$ cat config.mk
export PLATFORM = sky130hd
export DESIGN_NAME = llc_output_encoder
export DESIGN_NICKNAME = d
export VERILOG_FILES = /design/src/rtl/llc_output_encoder_pkg.sv /design/src/rtl/llc_output_encoder_fifo.sv /design/src/rtl/llc_output_encoder.sv
export SDC_FILE = /design/constraint.sdc
export NUM_CORES = 1
export LEC_CHECK = 0
export ABC_AREA = 1
export CAP_MARGIN = 20
export CORE_MARGIN = 2
export CORE_UTILIZATION = 25
export CTS_CLUSTER_SIZE = 10
export DETAILED_ROUTE_END_ITERATION = 8
export GPL_TIMING_DRIVEN = 0
export SLEW_MARGIN = 20
export SYNTH_ARGS = -nofsm -noshare
export SYNTH_HDL_FRONTEND = slang
export SYNTH_SLANG_ARGS = --single-unit
$ cat constraint.sdc
create_clock -name clk -period 10.5 [get_ports clk]
set_clock_uncertainty 0.05 [all_clocks]
set_input_delay 1.05 -clock clk [delete_from_list [all_inputs] [get_ports clk]]
set_output_delay 1.05 -clock clk [all_outputs]
set_load 0.01 [all_outputs]
$ cat src/rtl/llc_output_encoder_pkg.sv
// Shared types and constants for the LLC outgoing-message encoder.
// Messages are buffered as llc_out_packet_t and steered onto one of four channels.
package llc_output_encoder_pkg;

    localparam int WORD_WIDTH         = 32;
    localparam int WORDS_PER_LINE     = 4;
    localparam int WORD_BITS          = $clog2(WORDS_PER_LINE);
    localparam int LLC_OUT_FIFO_DEPTH = 4;
    localparam int LINE_ADDR_BITS     = 28;
    localparam int COH_MSG_BITS       = 3;
    localparam int ID_BITS            = 4;

    // Memory requests always move whole lines as word-sized beats.
    localparam logic [2:0] HSIZE_WORD = 3'b010;

    typedef logic [WORD_WIDTH-1:0]                     word_t;
    typedef logic [WORDS_PER_LINE-1:0][WORD_WIDTH-1:0] line_t;
    typedef logic [LINE_ADDR_BITS-1:0]                 line_addr_t;
    typedef logic [COH_MSG_BITS-1:0]                   coh_msg_t;
    typedef logic [ID_BITS-1:0]                        id_t;

    typedef enum logic [1:0] {
        KIND_RSP     = 2'd0,
        KIND_FWD     = 2'd1,
        KIND_DMA_RSP = 2'd2,
        KIND_MEM     = 2'd3
    } llc_out_kind_t;

    typedef enum logic {
        HEAD     = 1'b0,
        MEM_DATA = 1'b1
    } llc_enc_state_t;

    typedef struct packed {
        llc_out_kind_t kind;
        coh_msg_t      coh_msg;
        line_addr_t    addr;
        line_t         line;
        id_t           req_id;
        id_t           dest_id;
        logic          hprot;
        logic          hwrite;
    } llc_out_packet_t;

    typedef struct packed {
        coh_msg_t   coh_msg;
        line_addr_t addr;
        line_t      line;
        id_t        req_id;
        id_t        dest_id;
    } llc_rsp_out_t;

    typedef struct packed {
        coh_msg_t   coh_msg;
        line_addr_t addr;
        id_t        req_id;
        id_t        dest_id;
    } llc_fwd_out_t;

    typedef struct packed {
        coh_msg_t   coh_msg;
        line_addr_t addr;
        line_t      line;
        id_t        req_id;
    } llc_dma_rsp_out_t;

    typedef struct packed {
        logic       hwrite;
        logic [2:0] hsize;
        logic       hprot;
        line_addr_t addr;
    } llc_mem_req_t;

endpackage

$ cat src/rtl/llc_output_encoder_fifo.sv
// In-order buffer of outgoing messages; the head entry is always visible.
// Push while full or pop while empty is prevented by the owner.
module llc_fifo_encoder
    import llc_output_encoder_pkg::*;
#(
    parameter int DEPTH = LLC_OUT_FIFO_DEPTH
) (
    input  logic            clk,
    input  logic            rst,
    input  logic            push,
    input  llc_out_packet_t push_data,
    input  logic            pop,
    output logic            full,
    output logic            empty,
    output llc_out_packet_t head
);

    localparam int PTR_BITS = $clog2(DEPTH);
    localparam logic [PTR_BITS:0] PTR_ONE = (PTR_BITS + 1)'(1);

    llc_out_packet_t     mem [DEPTH];
    logic [PTR_BITS:0]   wr_ptr;
    logic [PTR_BITS:0]   rd_ptr;

    // NOTE: sequential state uses non-blocking assignments so every flop samples pre-edge values.
    always_ff @(posedge clk) begin
        if (rst) begin
            wr_ptr <= '0;
            rd_ptr <= '0;
        end else begin
            if (push) wr_ptr <= wr_ptr + PTR_ONE;
            if (pop)  rd_ptr <= rd_ptr + PTR_ONE;
        end
    end

    // NOTE: storage is not reset; the pointers alone decide which entries are live.
    always_ff @(posedge clk) begin
        if (push) mem[wr_ptr[PTR_BITS-1:0]] <= push_data;
    end

    // Extra pointer bit distinguishes full from empty when the indices match.
    assign empty = (wr_ptr == rd_ptr);
    assign full  = (wr_ptr[PTR_BITS] != rd_ptr[PTR_BITS]) &&
                   (wr_ptr[PTR_BITS-1:0] == rd_ptr[PTR_BITS-1:0]);
    assign head  = mem[rd_ptr[PTR_BITS-1:0]];

endmodule

$ cat src/rtl/llc_output_encoder.sv
// Drains buffered LLC messages onto the response, forward, DMA and memory channels;
// memory writes are sent as one header beat followed by one beat per line word.
module llc_output_encoder
    import llc_output_encoder_pkg::*;
#(
    parameter int DEPTH = LLC_OUT_FIFO_DEPTH
) (
    input  logic             clk,
    input  logic             rst,
    input  logic             out_valid_in,
    input  llc_out_packet_t  out_packet_in,
    output logic             out_ready_in,
    output logic             llc_rsp_out_valid,
    input  logic             llc_rsp_out_ready,
    output llc_rsp_out_t     llc_rsp_out_data,
    output logic             llc_fwd_out_valid,
    input  logic             llc_fwd_out_ready,
    output llc_fwd_out_t     llc_fwd_out_data,
    output logic             llc_dma_rsp_out_valid,
    input  logic             llc_dma_rsp_out_ready,
    output llc_dma_rsp_out_t llc_dma_rsp_out_data,
    output logic             llc_mem_req_valid,
    input  logic             llc_mem_req_ready,
    output llc_mem_req_t     llc_mem_req_hdr,
    output logic             llc_mem_req_is_data,
    output word_t            llc_mem_req_word,
    output logic             idle
);

    localparam logic [WORD_BITS-1:0] LAST_WORD = WORD_BITS'(WORDS_PER_LINE - 1);

    llc_enc_state_t        state, next_state;
    logic [WORD_BITS-1:0]  word_cnt, next_word_cnt;
    logic                  full, empty, push, pop, sel_ready, handshake;
    llc_out_packet_t       head;

    assign out_ready_in = !full && !rst;
    assign push         = out_valid_in && out_ready_in;

    llc_fifo_encoder #(.DEPTH(DEPTH)) u_fifo (
        .clk       (clk),
        .rst       (rst),
        .push      (push),
        .push_data (out_packet_in),
        .pop       (pop),
        .full      (full),
        .empty     (empty),
        .head      (head)
    );

    always_ff @(posedge clk) begin
        if (rst) begin
            state    <= HEAD;
            word_cnt <= '0;
        end else begin
            state    <= next_state;
            word_cnt <= next_word_cnt;
        end
    end

    // Only the channel named by the head kind can complete a transfer.
    always_comb begin
        sel_ready = 1'b0;
        case (head.kind)
            KIND_RSP:     sel_ready = llc_rsp_out_ready;
            KIND_FWD:     sel_ready = llc_fwd_out_ready;
            KIND_DMA_RSP: sel_ready = llc_dma_rsp_out_ready;
            KIND_MEM:     sel_ready = llc_mem_req_ready;
            default:      sel_ready = 1'b0;
        endcase
    end

    assign handshake = !empty && sel_ready;

    // NOTE: every comb output gets a default first so no path leaves a latch behind.
    always_comb begin
        next_state    = state;
        next_word_cnt = word_cnt;
        pop           = 1'b0;
        case (state)
            HEAD: begin
                if (handshake) begin
                    if (head.kind == KIND_MEM && head.hwrite) begin
                        next_state    = MEM_DATA;
                        next_word_cnt = '0;
                    end else begin
                        pop = 1'b1;
                    end
                end
            end
            MEM_DATA: begin
                if (handshake) begin
                    if (word_cnt == LAST_WORD) begin
                        pop           = 1'b1;
                        next_word_cnt = '0;
                        next_state    = HEAD;
                    end else begin
                        next_word_cnt = word_cnt + WORD_BITS'(1);
                    end
                end
            end
            default: next_state = HEAD;
        endcase
    end

    always_comb begin
        llc_rsp_out_valid     = 1'b0;
        llc_fwd_out_valid     = 1'b0;
        llc_dma_rsp_out_valid = 1'b0;
        llc_mem_req_valid     = 1'b0;
        llc_mem_req_is_data   = 1'b0;
        llc_mem_req_word      = '0;
        if (!empty) begin
            if (state == MEM_DATA) begin
                llc_mem_req_valid   = 1'b1;
                llc_mem_req_is_data = 1'b1;
                llc_mem_req_word    = head.line[word_cnt];
            end else begin
                case (head.kind)
                    KIND_RSP:     llc_rsp_out_valid     = 1'b1;
                    KIND_FWD:     llc_fwd_out_valid     = 1'b1;
                    KIND_DMA_RSP: llc_dma_rsp_out_valid = 1'b1;
                    KIND_MEM:     llc_mem_req_valid     = 1'b1;
                    default:      llc_rsp_out_valid     = 1'b0;
                endcase
            end
        end
    end

    // Payloads follow the head entry, which is frozen until it is popped.
    assign llc_rsp_out_data = '{coh_msg: head.coh_msg, addr: head.addr, line: head.line,
                                req_id: head.req_id, dest_id: head.dest_id};
    assign llc_fwd_out_data = '{coh_msg: head.coh_msg, addr: head.addr,
                                req_id: head.req_id, dest_id: head.dest_id};
    assign llc_dma_rsp_out_data = '{coh_msg: head.coh_msg, addr: head.addr, line: head.line,
                                    req_id: head.req_id};
    assign llc_mem_req_hdr  = '{hwrite: head.hwrite, hsize: HSIZE_WORD, hprot: head.hprot,
                                addr: head.addr};

    assign idle = empty && (state == HEAD);

endmodule

# [Word-level counts from Yosys, hierarchy flattened]
# Memory sizes are Yosys's and may differ from the RTL's. A register that Yosys moved wholly into a read port is not among the register bits.
# Cells that the tools add are included.
[word_totals] regBits=9 ramBits=684 inputBits=178 out_inout_bits=441 word_cells=69 memories=1
[op_classes] n_addsub=3 n_lt_le_gt_ge=1 eq_ne=10 n_mux=38 bitwise_logic=1 n_reduce_logical=11
[memory_table] name="u_fifo.mem" words=4 width=171 read_ports=1 rd_clocked_by_memory_dff=1 wr=1 line_no="llc_output_encoder_fifo.sv:21" source="llc_out_packet_t mem [DEPTH];"
[ops] cell="$mux W32" n=3
[ops] cell="$bmux W32 S2" n=1
[ops] cell="$mux W1" n=24
[ops] cell="$mux W2" n=6
[ops] cell="$add A3 B1 Y3 const B" n=2
[ops] cell="$eq A2 B2 Y1 const B" n=3
[ops] cell="$logic_and A1 B1 Y1" n=6
[ops] cell="$ne A2 B2 Y1 const B" n=2
[ops] cell="$pmux W1 S2" n=2
[ops] cell="$pmux W1 S4" n=1
[ops] cell="$pmux W2 S2" n=1
[ops] cell="$eq A3 B3 Y1" n=1
[ops] cell="$logic_not A1 Y1" n=3
[ops] cell="$lt A2 B3 Y1 const B" n=1
[ops] cell="$reduce_and A3 Y1" n=1
[ops] cell="$add A2 B1 Y2 const B" n=1
[ops] cell="$eq A2 B1 Y1 const B" n=1
[ops] cell="$eq A2 B2 Y1" n=1
[ops] cell="$logic_not A2 Y1" n=1
[ops] cell="$ne A2 B1 Y1 const B" n=1
[ops] cell="$ne A1 B1 Y1" n=1
[ops] cell="$not A1 Y1" n=1

# [Depth between registers and ports, before layout]
# Gate-level depths: netlist (run 1).
[logic_depth] word_depth=7 depth_mapped=14 mapped_depth_nobuf=13

# [Modules after synthesis]
# Synthesis (run 1) repeated with hierarchy kept, for this count alone.
[hier_totals] hier_cells=2578 hier_area_um2=30837.1
[modules_own_cells] module="llc_fifo_encoder" instances=1 cells_per_inst=2048 area_each_um2=27681.5 seq_area_each_um2=20699.9
[modules_own_cells] module="llc_output_encoder" instances=1 cells_per_inst=530 area_each_um2=3155.5 seq_area_each_um2=60.1

# [Worst setup path before layout (run 1)]
# Ideal clock, no wire load.
[synth_path] path_type="input port to flip-flop" startpoint="input rst" endpoint="register u_fifo.wr_ptr[2]" setup_time_ns=0.124 arrival_ns=9.284 required_time_ns=10.326 setup_slack_ns=1.043 path_stages=7 n_path_buf=0 path_cell_list="inv_1 -> nand2_1 -> inv_1 -> nand2_1 -> nor2_1 -> o21ai_0 -> a21oi_1"
[synth_via] elab_chain_len=3
[synth_lines] item="start, declared" line_no="llc_output_encoder.sv:9" source="input logic rst,"
[synth_lines] item="$logic_not A1 Y1" line_no="llc_output_encoder.sv:37" source="assign out_ready_in = !full && !rst;"
[synth_lines] item="$logic_and A1 B1 Y1" line_no="llc_output_encoder.sv:37"
[synth_lines] item="net out_ready_in" line_no="llc_output_encoder.sv:12" source="output logic out_ready_in,"
[synth_lines] item="$logic_and A1 B1 Y1" line_no="llc_output_encoder.sv:38" source="assign push = out_valid_in && out_ready_in;"
[synth_lines] item="end signal, assigned" line_no="llc_output_encoder_fifo.sv:31" source="if (push) wr_ptr <= wr_ptr + PTR_ONE;"
[synth_lines] item="end, declared" line_no="llc_output_encoder_fifo.sv:22" source="logic [PTR_BITS:0] wr_ptr;"
# The timed path passes the listed nets, and every way through them passes these cells.
# A chain may end at the register's enable or synchronous reset.

==> results of run 1 <==
[stage by stage]
step / hold WS [ps] / TNS (ps) / setup slack, ps
after detailed placement: 415.2 / 0 / 5402
after floorplan: 392.4 / 0 / 1043
final: 422.3 / 0 / 4888
after CTS: 421.3 / 0 / 4684
after global placement: 404.6 / -4414830 / -6918
after global routing: 452.0 / 0 / 4705
[cell type report]
type | count | area [um^2]
Buffer | 368 | 2424
Clock buffer | 98 | 2218
Clock inverter | 18 | 142.6
Antenna cell | 18 | 45.04
Tap cell | 1536 | 1922
Fill cell | 11589 | 76680
Inverter | 174 | 655.6
Timing Repair Buffer | 653 | 7044
Sequential cell | 695 | 20760
Multi-Input combinational cell | 1170 | 5718
[cell usage after synthesis (2+ instances only)]
| master | count | area, um^2 |
|---|---|---|
| clkbuf_1 | 63 | 236.5 |
| inv_1 | 159 | 596.8 |
| xor2_1 | 3 | 26.28 |
| inv_2 | 13 | 48.80 |
| nor3_1 | 3 | 15.01 |
| ha_1 | 6 | 75.07 |
| nand2_2 | 3 | 18.77 |
| o211ai_2 | 2 | 25.02 |
| buf_2 | 43 | 215.2 |
| nand3_1 | 79 | 395.4 |
| nor2_1 | 175 | 656.9 |
| a32o_1 | 48 | 480.5 |
| nand2_1 | 357 | 1340 |
| a21oi_1 | 161 | 805.8 |
| buf_1 | 9 | 33.78 |
| o22a_1 | 20 | 175.2 |
| edfxtp_1 | 684 | 20540 |
| o21ai_1 | 30 | 150.1 |
| conb_1 | 2 | 7.510 |
| buf_6 | 10 | 112.6 |
| dfxtp_1 | 11 | 220.2 |
| buf_4 | 243 | 1824 |
| o22ai_1 | 60 | 375.4 |
| o211ai_1 | 5 | 37.54 |
| o21ai_0 | 208 | 1041 |
[logic make-up (layout without fill, tap and decap cells)]
| kind of cell | Yosys count | in the layout | synth area share |
|---|---|---|---|
| adders and majority gates | 6 | 6 | 0.002543 |
| and+or+nand+nor | 622 | 622 | 0.08358 |
| DFF | 695 | 695 | 0.7032 |
| AOI/OAI and AO/OA | 535 | 535 | 0.1050 |
| xor gates and xnor gates | 4 | 4 | 0.001187 |
| other | 2 | 21 | 0.0002544 |
| buffers and inverters | 542 | 1311 | 0.1043 |
[metal layers]
layer | part of all wire | routed length, um | GRT usage
met5 | 0.0011 | 129 | 0
met4 | 0.029 | 3511 | 0.06520
met3 | 0.085 | 10220 | 0.05381
met2 | 0.49 | 58950 | 0.3328
met1 | 0.39 | 46720 | 0.2293
[worst min-delay path by stage]
stage	depth (start not counted)	slack (ps)	start	end
4_1_cts	1	420	u_fifo.wr_ptr[2]	u_fifo.wr_ptr[2]
6_report	1	420	u_fifo.wr_ptr[2]	u_fifo.wr_ptr[2]
2_1_floorplan	1	390	u_fifo.wr_ptr[2]	u_fifo.wr_ptr[2]
3_5_place_dp	1	420	u_fifo.wr_ptr[2]	u_fifo.wr_ptr[2]
5_1_grt	1	450	u_fifo.wr_ptr[2]	u_fifo.wr_ptr[2]
3_3_place_gp	1	400	u_fifo.wr_ptr[2]	u_fifo.wr_ptr[2]
[report_power, final]
part	total (W)	leakage, nW	internal [W]	switching, W
sequential	0.00315	6.30	0.00313	0.0000225
combinational	0.00455	7.44	0.00210	0.00245
clock	0.00258	1.15	0.00150	0.00108
total	0.0103	14.9	0.00673	0.00355
[flip-flops by register name, indices dropped and copies added, names as in the netlist, named ones only]
| name | count |
|---|---|
| u_fifo.rd_ptr | 3 |
| u_fifo.wr_ptr | 3 |
| u_fifo.mem | 684 |
| state | 1 |
| word_cnt | 2 |
==> flow_metrics.tcl, run 1 <==
set metrics [dict create \
    grt_pass1_vias 21310 \
    syn_to_final_growth_pct 38.64 \
    worst-path-stages 9 \
    path_buf_inv 5 \
    critPathArrivalTime_ps 4510 \
    worst_pin_slew_ps 1111 \
    cap_violations 0 \
    postSynth.asyncResetShare 0 \
    status "finished, final reports clean" \
    synth_seq_cells 695 \
    layout_common_cells "684 x edfxtp_1, 615 x clkdlybuf4s50_1, 357 x nand2_1, 243 x buf_4, 208 x o21ai_0" \
    cts_resized 0 \
    avgSynthCellArea_um2 12.27 \
    vdd_ir_drop_max_uv 140.4 \
    crit_slowest_cell "o22ai_1" \
    critPathMaxStageDelay_ps 790 \
    gr-total-overflow 0 \
    die_x_um 347.6 \
    netlist_instances 2406 \
    fmax_mhz 178.2 \
    core.rowCount 126 \
    clock-sinks 695 \
    vias_per_cell 4.593 \
    required_ps 9400 \
    post-route-util 0.3480 \
    setup_viol 0 \
    cts_setup_buffers 0 \
    criticalPathCategory "reg -> out" \
    dpl_cell_area_um2 38520 \
    max-clock-path-buffers 3 \
    track_usage 0.1925 \
    rsz0062_at_grt "false" \
    cts-root-buf "clkbuf_16" \
    maxSlewViolCount 0 \
    clock_latency_ps 640 \
    wl_per_cell_um 25.27 \
    min_period_over_period 0.5345 \
    drt_wl_total_um 119500 \
    port_buffers 615 \
    vias 21723 \
    drt_iter0_markers 1929 \
    power.leakage_nw 14.89 \
    endpoint "llc_mem_req_word[22]" \
    fin_crit_ps 5612 \
    grt_start_max_net_pins 23 \
    r2r_end "u_fifo.mem[2][10]" \
    antenna_left 0 \
    slew_headroom 0.2595 \
    die_h_um 347.6 \
    antenna_found_initial 38 \
    netlist_area_um2 29520 \
    ios 619 \
    start_kind "flip-flop" \
    drc_errors 0 \
    layout.cells.non_filler 4730 \
    clk_pin_slew_ps 60 \
    hold_violations 0 \
    grt_pass1_wl_um 162600 \
    h-tree-depth 3 \
    cts_made_buffers 83 \
    cts_tree "yes" \
    synth_edf_count 684 \
    hpwlAfterDp_um 90810 \
    core-area_um2 117600 \
    ys_types 34 \
    ys.flop_type "edfxtp_1" \
    hp-class "reg -> reg" \
    path_max_fanout 10 \
    fin_area_um2 40930 \
    powerDensity_nw_per_um2 251.3 \
    initial_core_util 0.2510 \
    timing.rr.start "u_fifo.rd_ptr[0]" \
    layout.nets 3329 \
    ys_warn_count 0 \
    yosysSeqAreaShare 0.7032 \
    cts_hold_buf 0 \
    dr.pass1.iters 5 \
    reg2reg_depth 11 \
    power_w 0.01028 \
    layout_commonest_cell "edfxtp_1" \
    globalplace.congestion 0.9006 \
    crit_chain "buf_6 > buf_6 > buf_6 > buf_4 > nor2_1 > o22ai_1 > o21ai_1 > a21oi_1 > clkdlybuf4s50_1" \
    place_inst 4596 \
    die-area_um2 120900 \
    cpMostUsedCell "buf_6" \
    drive_gt1_frac 0.1442 \
    endpoint_kind "primary output" \
    rrSetupSlack_ps 7450 \
    crit_family "buffers and inverters" \
]
Power figures use the tool's default switching activity.
==> run 2: changes to the inputs <==
==> constraint.sdc (replaced) <==
create_clock -name clk -period 5.5 [get_ports clk]
set_clock_uncertainty 0.05 [all_clocks]
set_input_delay 0.55 -clock clk [delete_from_list [all_inputs] [get_ports clk]]
set_output_delay 0.55 -clock clk [all_outputs]
set_load 0.01 [all_outputs]
==> run 2 against run 1 <==
  * Setup slack worse by 4200 ps
  * Utilization is essentially flat
  * Total power grew 91%
  * Clock power grew 92%
  * Global-route usage fell by 0.21 points
  * Final area hardly changed
  * First-iteration DRC count increased by 0.98%
  * Combinational power rose by 91%
  * Die area unchanged
  * Sequential power increased by 91%
==> flow_metrics.tcl, run 2 (synthesized netlist as in run 1, its figures left out) <==
set metrics [dict create \
    status "finished, final reports clean" \
    drive_gt1_frac 0.1442 \
    initial_core_util 0.2510 \
    finalSetupTns_ps 0 \
    cts_made_buffers 83 \
    reg2reg_depth 11 \
    maxSlewViolCount 0 \
    antenna_found_initial 40 \
    core.rowCount 126 \
    ios 619 \
    gr-total-overflow 0 \
    clock-sinks 695 \
    power.leakage_nw 14.90 \
    crit_slowest_cell "o22ai_1" \
    start_kind "flip-flop" \
    critPathMaxStageDelay_ps 670 \
    layout.nets 3329 \
    largest_register_ffs 684 \
    die_x_um 347.6 \
    hp-class "reg -> reg" \
    top_usage_layer "met2" \
    cts_setup_buffers 0 \
    fin_crit_ps 4842 \
    fin_hold_ws_ps 430.6 \
    cts-root-buf "clkbuf_16" \
    setup_slack_ps 658.5 \
    vias 21643 \
    cap_violations 0 \
    clk_pin_slew_ps 50 \
    min_period_over_period 0.8803 \
    drc_errors 0 \
    hold_violations 0 \
    core-area_um2 117600 \
    dr.pass1.iters 6 \
    globalplace.congestion 0.8533 \
    vdd_ir_drop_max_uv 280.2 \
    use_met3 0.05819 \
    cts_tree "yes" \
    path_max_fanout 10 \
    crit_family "buffers and inverters" \
    max-clock-path-buffers 3 \
    endpoint_kind "primary output" \
    powerDensity_nw_per_um2 480.3 \
    track_usage 0.1904 \
    critPathArrivalTime_ps 4240 \
    cts_resized 0 \
    wl_per_cell_um 25.18 \
    clock_latency_ps 640 \
    grt_pass1_vias 20682 \
    drt_wl_total_um 119000 \
    nFillCells 11596 \
    vias_per_cell 4.580 \
    fmax_mhz 206.5 \
    die_h_um 347.6 \
    slew_headroom 0.2001 \
    cts_hold_buf 0 \
    required_ps 4900 \
    port_buffers 615 \
    layout_commonest_cell "edfxtp_1" \
    antenna_left 0 \
    crit_chain "buf_6 > inv_4 > buf_2 > buf_2 > clkbuf_1 > nor2_1 > o22ai_1 > buf_4 > clkdlybuf4s50_1" \
    pre_cts_ws_ps 1107 \
    rsz0062_at_grt "false" \
    hold_path_depth 1 \
    h-tree-depth 3 \
    grt_pass1_wl_um 159500 \
    worst-path-stages 9 \
    worst_pin_slew_ps 1200 \
    grt_start_max_net_pins 23 \
    hpwlAfterDp_um 91210 \
    die-area_um2 120900 \
    drt_iter0_markers 1948 \
    syn_to_final_growth_pct 38.75 \
    path_buf_inv 7 \
    use_met1 0.2279 \
    criticalPathCategory "reg -> out" \
    use_met2 0.3252 \
    layout_common_cells "684 x edfxtp_1, 615 x clkdlybuf4s50_1, 357 x nand2_1, 243 x buf_4, 208 x o21ai_0" \
    setup_viol 0 \
    cpMostUsedCell "buf_2" \
]
==> run 2: area by class of cell <==
type / instances / area, um^2 / area share
tap: 1536 / 1922 / 0.04692
sequential: 695 / 20760 / 0.5068
multi-input combinational: 1170 / 5718 / 0.1396
inverter: 174 / 655.6 / 0.01601
clock buffer: 98 / 2133 / 0.05208
timing repair buffer: 653 / 7059 / 0.1723
antenna: 13 / 32.53 / 0.0007942
clock inverter: 19 / 259.0 / 0.006323
buffer: 368 / 2424 / 0.05916
==> run 2: where the power goes <==
part | internal, W | total [W] | switching (W) | leakage (nW)
combinational | 0.00402 | 0.00870 | 0.00469 | 7.44
sequential | 0.00597 | 0.00601 | 0.0000420 | 6.30
clock | 0.00287 | 0.00496 | 0.00209 | 1.15
total | 0.0129 | 0.0197 | 0.00682 | 14.9
==> run 2: worst paths after layout <==
check / from / end / slack [ps]
setup / recovery: flip-flop / llc_fwd_out_data[31] / 660
hold / removal: u_fifo.wr_ptr[2] / u_fifo.wr_ptr[2] / 430
setup reg to reg: u_fifo.wr_ptr[1] / u_fifo.mem[0][7] / 2460
hold reg to reg: u_fifo.wr_ptr[2] / u_fifo.wr_ptr[2] / 430
==> run 2: per-stage QoR <==
step / instance area (um^2) / utilization / power, W / cells
final: 40960 / 0.3483 / 0.01967 / 4726
after global routing: 40940 / 0.3481 / 0.02053 / 4718
after CTS: 40930 / 0.3480 / 0.01994 / 4713
after detailed placement: 38540 / 0.3277 / 0.01493 / 4596
after global placement: 37620 / 0.3199 / 0.01489 / 4558
after floorplan: 29540 / - / 0.009973 / 2407
==> run 2: routing by layer <==
| layer | vias to the layer above | share of wire | routed length, um |
|---|---|---|---|
| met2 | 1145 | 0.49 | 57730 |
| li1 | 9779 | - | - |
| met5 | - | 0.00069 | 82 |
| met4 | 12 | 0.034 | 4007 |
| met1 | 10499 | 0.38 | 45670 |
| met3 | 208 | 0.097 | 11520 |
